<file path="src/rtl/idli_utx_m.sv">
// UART transmit path: assembles EX 4b slices into bytes, buffers them in a
// small FIFO and serialises each byte as an 8N1 frame on the TX pin.
module idli_utx_m #(
  parameter int unsigned CLKS_PER_BIT = 16,
  parameter int unsigned FIFO_DEPTH   = 4
) (
  input  logic       i_ex_gck,
  input  logic       i_ex_rst_n,
  input  logic [3:0] i_utx_data,
  input  logic       i_utx_vld,
  output logic       o_utx_tx,
  output logic       o_utx_full,
  output logic       o_utx_busy,
  output logic       o_utx_ovf
);

  localparam int unsigned AW = $clog2(FIFO_DEPTH);
  localparam int unsigned PW = AW + 1;
  localparam int unsigned BW = $clog2(CLKS_PER_BIT);
  localparam logic [BW-1:0] BAUD_MAX = BW'(CLKS_PER_BIT - 1);

  typedef enum logic [1:0] {
    ST_IDLE,
    ST_START,
    ST_DATA,
    ST_STOP
  } state_e;

  state_e        state_q, state_d;
  logic          half_q, half_d;
  logic [3:0]    lo_q, lo_d;
  logic [PW-1:0] wr_ptr_q, wr_ptr_d;
  logic [PW-1:0] rd_ptr_q, rd_ptr_d;
  logic [7:0]    mem_q [FIFO_DEPTH];
  logic [7:0]    mem_d [FIFO_DEPTH];
  logic          full_q, full_d;
  logic          ovf_q, ovf_d;
  logic          busy_q, busy_d;
  logic          tx_q, tx_d;
  logic [7:0]    shift_q, shift_d;
  logic [2:0]    bit_q, bit_d;
  logic [BW-1:0] baud_q, baud_d;

  logic          empty;
  logic          push;
  logic          pop;
  logic          push_ok;

  assign empty   = (wr_ptr_q == rd_ptr_q);
  assign push    = i_utx_vld & half_q;
  assign pop     = (state_q == ST_IDLE) & ~empty;
  // A full FIFO still accepts a push when the head leaves in the same cycle.
  assign push_ok = push & (~full_q | pop);

  // Slice assembly and FIFO bookkeeping
  always_comb begin
    half_d = half_q ^ i_utx_vld;
    lo_d   = lo_q;
    mem_d  = mem_q;
    if (i_utx_vld && !half_q) begin
      lo_d = i_utx_data;
    end
    if (push_ok) begin
      mem_d[wr_ptr_q[AW-1:0]] = {i_utx_data, lo_q};
    end
    wr_ptr_d = wr_ptr_q + PW'(push_ok);
    rd_ptr_d = rd_ptr_q + PW'(pop);
    ovf_d    = ovf_q | (push & ~push_ok);
    full_d   = ((wr_ptr_d - rd_ptr_d) == PW'(FIFO_DEPTH));
  end

  // Frame FSM; tx_d is the line value for the state being entered
  always_comb begin
    state_d = state_q;
    tx_d    = tx_q;
    shift_d = shift_q;
    bit_d   = bit_q;
    baud_d  = baud_q;
    case (state_q)
      ST_IDLE: begin
        tx_d = 1'b1;
        if (!empty) begin
          shift_d = mem_q[rd_ptr_q[AW-1:0]];
          baud_d  = '0;
          state_d = ST_START;
          tx_d    = 1'b0;
        end
      end
      ST_START: begin
        tx_d = 1'b0;
        if (baud_q == BAUD_MAX) begin
          baud_d  = '0;
          bit_d   = 3'd0;
          state_d = ST_DATA;
          tx_d    = shift_q[0];
        end else begin
          baud_d = baud_q + BW'(1);
        end
      end
      ST_DATA: begin
        tx_d = shift_q[0];
        if (baud_q == BAUD_MAX) begin
          baud_d = '0;
          if (bit_q == 3'd7) begin
            state_d = ST_STOP;
            tx_d    = 1'b1;
          end else begin
            shift_d = {1'b0, shift_q[7:1]};
            bit_d   = bit_q + 3'd1;
            tx_d    = shift_q[1];
          end
        end else begin
          baud_d = baud_q + BW'(1);
        end
      end
      ST_STOP: begin
        tx_d = 1'b1;
        if (baud_q == BAUD_MAX) begin
          baud_d  = '0;
          state_d = ST_IDLE;
        end else begin
          baud_d = baud_q + BW'(1);
        end
      end
      default: begin
        state_d = ST_IDLE;
        tx_d    = 1'b1;
      end
    endcase
    busy_d = (wr_ptr_d != rd_ptr_d) || (state_d != ST_IDLE);
  end

  always_ff @(posedge i_ex_gck or negedge i_ex_rst_n) begin
    if (!i_ex_rst_n) begin
      state_q  <= ST_IDLE;
      half_q   <= 1'b0;
      lo_q     <= '0;
      wr_ptr_q <= '0;
      rd_ptr_q <= '0;
      for (int i = 0; i < int'(FIFO_DEPTH); i++) begin
        mem_q[i] <= '0;
      end
      full_q   <= 1'b0;
      ovf_q    <= 1'b0;
      busy_q   <= 1'b0;
      tx_q     <= 1'b1;
      shift_q  <= '0;
      bit_q    <= '0;
      baud_q   <= '0;
    end else begin
      state_q  <= state_d;
      half_q   <= half_d;
      lo_q     <= lo_d;
      wr_ptr_q <= wr_ptr_d;
      rd_ptr_q <= rd_ptr_d;
      mem_q    <= mem_d;
      full_q   <= full_d;
      ovf_q    <= ovf_d;
      busy_q   <= busy_d;
      tx_q     <= tx_d;
      shift_q  <= shift_d;
      bit_q    <= bit_d;
      baud_q   <= baud_d;
    end
  end

  assign o_utx_tx   = tx_q;
  assign o_utx_full = full_q;
  assign o_utx_busy = busy_q;
  assign o_utx_ovf  = ovf_q;

endmodule

</file>
<file path="config.mk">
export PLATFORM = sky130hd
export DESIGN_NAME = idli_utx_m
export DESIGN_NICKNAME = d
export VERILOG_FILES = /design/src/rtl/idli_utx_m.sv
export SDC_FILE = /design/constraint.sdc
export NUM_CORES = 1
export LEC_CHECK = 0
export BUFFER_PORTS_ARGS = -buffer_cell sky130_fd_sc_hd__buf_4
export CAP_MARGIN = 40
export CELL_PAD_IN_SITES_DETAIL_PLACEMENT = 1
export CELL_PAD_IN_SITES_GLOBAL_PLACEMENT = 2
export CORE_ASPECT_RATIO = 0.75
export CORE_MARGIN = 5
export CORE_UTILIZATION = 44
export DETAILED_ROUTE_END_ITERATION = 10
export GPL_ROUTABILITY_DRIVEN = 0
export PLACE_DENSITY_LB_ADDON = 0.1
export SETUP_SLACK_MARGIN = 0.02
export SYNTH_ARGS = -nofsm -noshare
export SYNTH_HDL_FRONTEND = slang
export SYNTH_SLANG_ARGS = --single-unit
</file>
<file path="constraint.sdc">
create_clock -name i_ex_gck -period 2.8 [get_ports i_ex_gck]
set_input_delay 0.42 -clock i_ex_gck [delete_from_list [all_inputs] [get_ports i_ex_gck]]
set_output_delay 0.42 -clock i_ex_gck [all_outputs]
set_load 0.01 [all_outputs]
</file>
==> results.txt <==
- The cell count after synthesis came out at approximately 220.
- The region available for standard cell placement spans slightly below 0.007 mm².
- Number of fill cells: between 600 and 700
* Antenna cells: 0
- The run finished with clean final reports.
* Buffer depth of the longest clock path: 2
- Root Buffer Master: sky130_fd_sc_hd__clkbuf_8
- The worst hold path belongs to the class primary input to async pin.
- In this run the biggest area consumer among cell types represents between 50 and 60% of the synthesized area.
- Setup repair after global routing left no endpoint under its margin.
- Post-synthesis net count: around 240
- Cell variety after synth: 37
- The number of hold violations in the final report was 0.
* Fmax: approximately 400 MHz
* Count of final max-slew check failures: 0
- Power Density: 1180 mW/mm²
* H-tree level count: 3
* Area leader, netlist: sky130_fd_sc_hd__dfrtp_1
* Effective utilization at floorplan: 45.0%
* Warning count from the yosys run: 0
- Kind of critical path: flop to flop
- The tool flagged a number of max-cap violations equal to 0.
- Worst-path maximum fanout: 6
- Async SR Flop Fraction: 100%
- Commonest cells post-synth: 63 x sky130_fd_sc_hd__dfrtp_1, 50 x sky130_fd_sc_hd__mux2_2, 11 x sky130_fd_sc_hd__ha_1, 10 x sky130_fd_sc_hd__nand2_1, 9 x sky130_fd_sc_hd__inv_1
- Width of the die: approximately 110 µm
* Number of placed cells counting well taps: approximately 310
- Cells with a size suffix above 1 make up 35.4% of the layout.
* Number of resized instances in the post-cts repair step: 0
- Signal arrival time at the worst endpoint: 2.69 ns
- Type of origin of the critical path: flop
- After detailed routing, the average wire length per cell comes to roughly 19 µm.
* Sequential cell area fraction in the yosys report: between 50% and 60%
* Buffers inserted during post-CTS setup optimization: 0
- The most used flip-flop cell after synthesis is sky130_fd_sc_hd__dfrtp_1.
- Internal reg-to-reg setup slack: 0.34 ns
- Across the VDD grid, the largest voltage drop is 0.000505 V.
- Post-layout instance count excluding filler cells: between 300 and 400
- A synthesized cell averages roughly 14 µm².
- For the worst flop-to-flop path, the logic depth is 9.
- Average via count per standard cell: 5.52
- For the final routed database, the setup TNS stands at 0 ns.
* Pin count of the biggest net entering global routing: 65
- Syn-to-layout area delta: 12.5%
- Via count: 1,805
* Antenna violations before repair: 0
- For this run, the detailed router's first-pass iteration total came to 4.
- TritonCTS built the clock tree.
- The number of global-route vias before repair was about 2,100.
* Data required time at the worst endpoint: between 3 and 4 ns
- The HPWL after detailed placement is about 4.3 mm.
- I/O pin cnt: 11
* Detailed Route WL: between 6 and 7 mm
- Once detail routing completed, the nets flagged for antenna violations numbered 0.
- 1st-iter DRT viols: 34
- In the post-synthesis netlist, the biggest area contributors are sky130_fd_sc_hd__dfrtp_1 52%, sky130_fd_sc_hd__mux2_2 18%, sky130_fd_sc_hd__mux4_1 6.9%.
- Dividing the final minimum period by the clock period gives between 80 and 90%.
* Total congestion overflow: 0
- Clock insertion delay at the later pin of the skew report: approximately 0.34 ns
- At the end of the flow, the number of nets in the layout was around 260.
* Count of endpoints failing setup in the final report: 0
- The clock net in this run drives a total of between 60 and 70 sinks.
- Counting flops and latches in the post-synthesis netlist gives 64.
- Slew at the pin closest to its max-slew limit: between 0.8 and 0.9 ns
- Lkg Pwr: approximately 1.5 nW
- Clock-pin slew was measured on the worst setup and hold paths at about 0.07 ns.
- In this run, CTS created clock tree buffers numbering 9.
- STA classifies the critical path endpoint as a flop.
- Cell with the most instances after synthesis: sky130_fd_sc_hd__dfrtp_1
- Floorplan die area: just under 0.009 mm²
- Measured along the y axis, the die boundary spans 82.1 µm.
- Standard-cell rows: 26
- Worst r2r src: wr_ptr_q[0]
* First-pass GRT wire length: approximately 11 mm
- Global-route usage over all layers: 16.6%
* Worst setup skew after layout: ~0.008 ns
- Count of flip-flops with a built-in enable after synthesis: 0
- Area of the mapped netlist: between 0.003 and 0.004 mm²
* DRC violations left: 0
* Final min period: between 2 and 2.5 ns
* Total of hold buffers inserted after clock tree synthesis: 0
* Port buffer count: 10
- Worst reg2reg path endpoint: o_utx_busy
- Relative slew slack: 45.7%
## flip-flops by register name (all words and copies together) (netlist names), 2 cells and up
signal    cells
wr_ptr_q      3
shift_q       8
bit_q         3
lo_q          4
mem_q        32
baud_q        4
state_q       2
rd_ptr_q      3
## how the worst max path moves through the flow
stage | startpoint | end | slack [ns] | cells after the start
after floorplan | rd_ptr_q[0] | o_utx_busy | 0.32 | 10
after global placement | wr_ptr_q[0] | o_utx_busy | 0.47 | 9
after detailed placement | wr_ptr_q[0] | o_utx_busy | 0.35 | 9
after CTS | wr_ptr_q[0] | o_utx_busy | 0.31 | 9
after global routing | wr_ptr_q[0] | o_utx_busy | 0.1 | 9
final | wr_ptr_q[0] | o_utx_busy | 0.34 | 9
## layout by cell type (no fill, tap or decap), types with 2 or more instances in the layout
cell and count:
sky130_fd_sc_hd__nand3_1 5, sky130_fd_sc_hd__and3_1 2, sky130_fd_sc_hd__mux2_2 50, sky130_fd_sc_hd__buf_4 15, sky130_fd_sc_hd__ha_1 11, sky130_fd_sc_hd__o21ai_0 7
sky130_fd_sc_hd__dfrtp_1 63, sky130_fd_sc_hd__a21o_1 2, sky130_fd_sc_hd__xor2_1 5, sky130_fd_sc_hd__nand2_1 10, sky130_fd_sc_hd__nor2b_1 3, sky130_fd_sc_hd__a21oi_2 5
sky130_fd_sc_hd__nor2_1 4, sky130_fd_sc_hd__clkbuf_8 9, sky130_fd_sc_hd__inv_1 9, sky130_fd_sc_hd__a21oi_1 6, sky130_fd_sc_hd__clkbuf_1 3, sky130_fd_sc_hd__or3_1 2
sky130_fd_sc_hd__nand3b_1 3, sky130_fd_sc_hd__bufinv_16 2, sky130_fd_sc_hd__mux4_1 8, sky130_fd_sc_hd__xnor2_1 3
## kinds of logic (layout without fill, tap and decap cells)
logic type	count (synthesis)	in the layout	synth area share [%]
compound gates	28	28	6.66
flops	64	64	52.6
xor+xnor	8	8	2.30
mux	59	59	25.7
fa+ha+maj	11	11	4.52
buf+inv	15	39	2.38
simple gates	34	34	5.79
## critical path, stage by stage (launching register included)
cell and delay [ns]:
sky130_fd_sc_hd__dfrtp_1 0.44, sky130_fd_sc_hd__xor2_1 0.42, sky130_fd_sc_hd__o31ai_4 0.14, sky130_fd_sc_hd__a21boi_0 0.23, sky130_fd_sc_hd__ha_1 0.18, sky130_fd_sc_hd__ha_1 0.15, sky130_fd_sc_hd__xor2_1 0.21, sky130_fd_sc_hd__xnor2_1 0.19
sky130_fd_sc_hd__nand3_1 0.13, sky130_fd_sc_hd__a211o_1 0.27
## report_power, final
group	total [mW]	switching (mW)	internal (mW)	leakage (nW)
combinational	1.56	0.724	0.836	0.642
sequential	1.65	0.285	1.36	0.775
clock	0.845	0.347	0.498	0.0967
## cell type report
cell class | instances | area (µm²) | area share [%]
Sequential cell | 64 | 1600 | 46.8
Multi-Input combinational cell | 140 | 1370 | 40.0
Clock buffer | 12 | 135 | 3.94
Timing Repair Buffer | 15 | 113 | 3.29
Tap cell | 84 | 105 | 3.07
Clock inverter | 3 | 67.6 | 1.97
Inverter | 9 | 33.8 | 0.986
## metrics by stage
step / hold slack, ns / setup WS [ns] / utilization, % / instance area (µm²) / power (mW)
3_5_place_dp: 0.465 / 0.347 / 47.7 / 3220 / 3.22
2_1_floorplan: 0.124 / 0.323 / - / 3050 / 2.77
3_3_place_gp: 0.456 / 0.475 / 47.7 / 3220 / 3.12
6_report: 0.171 / 0.339 / 50.6 / 3430 / 4.05
4_1_cts: 0.199 / 0.305 / 50.6 / 3430 / 4.10
5_1_grt: 0.240 / 0.0967 / 50.6 / 3430 / 4.33
## routing by layer
metal	wire (µm)	part of all wire (%)	track usage, %	up-vias
li1	-	-	-	834
met1	3170	50	22.2	940
met2	2870	46	26.0	21
met3	167	2.7	4.79	10
met4	86	1.4	5.82	0
met5	0	0	0	-
Power figures use the tool's default switching activity.
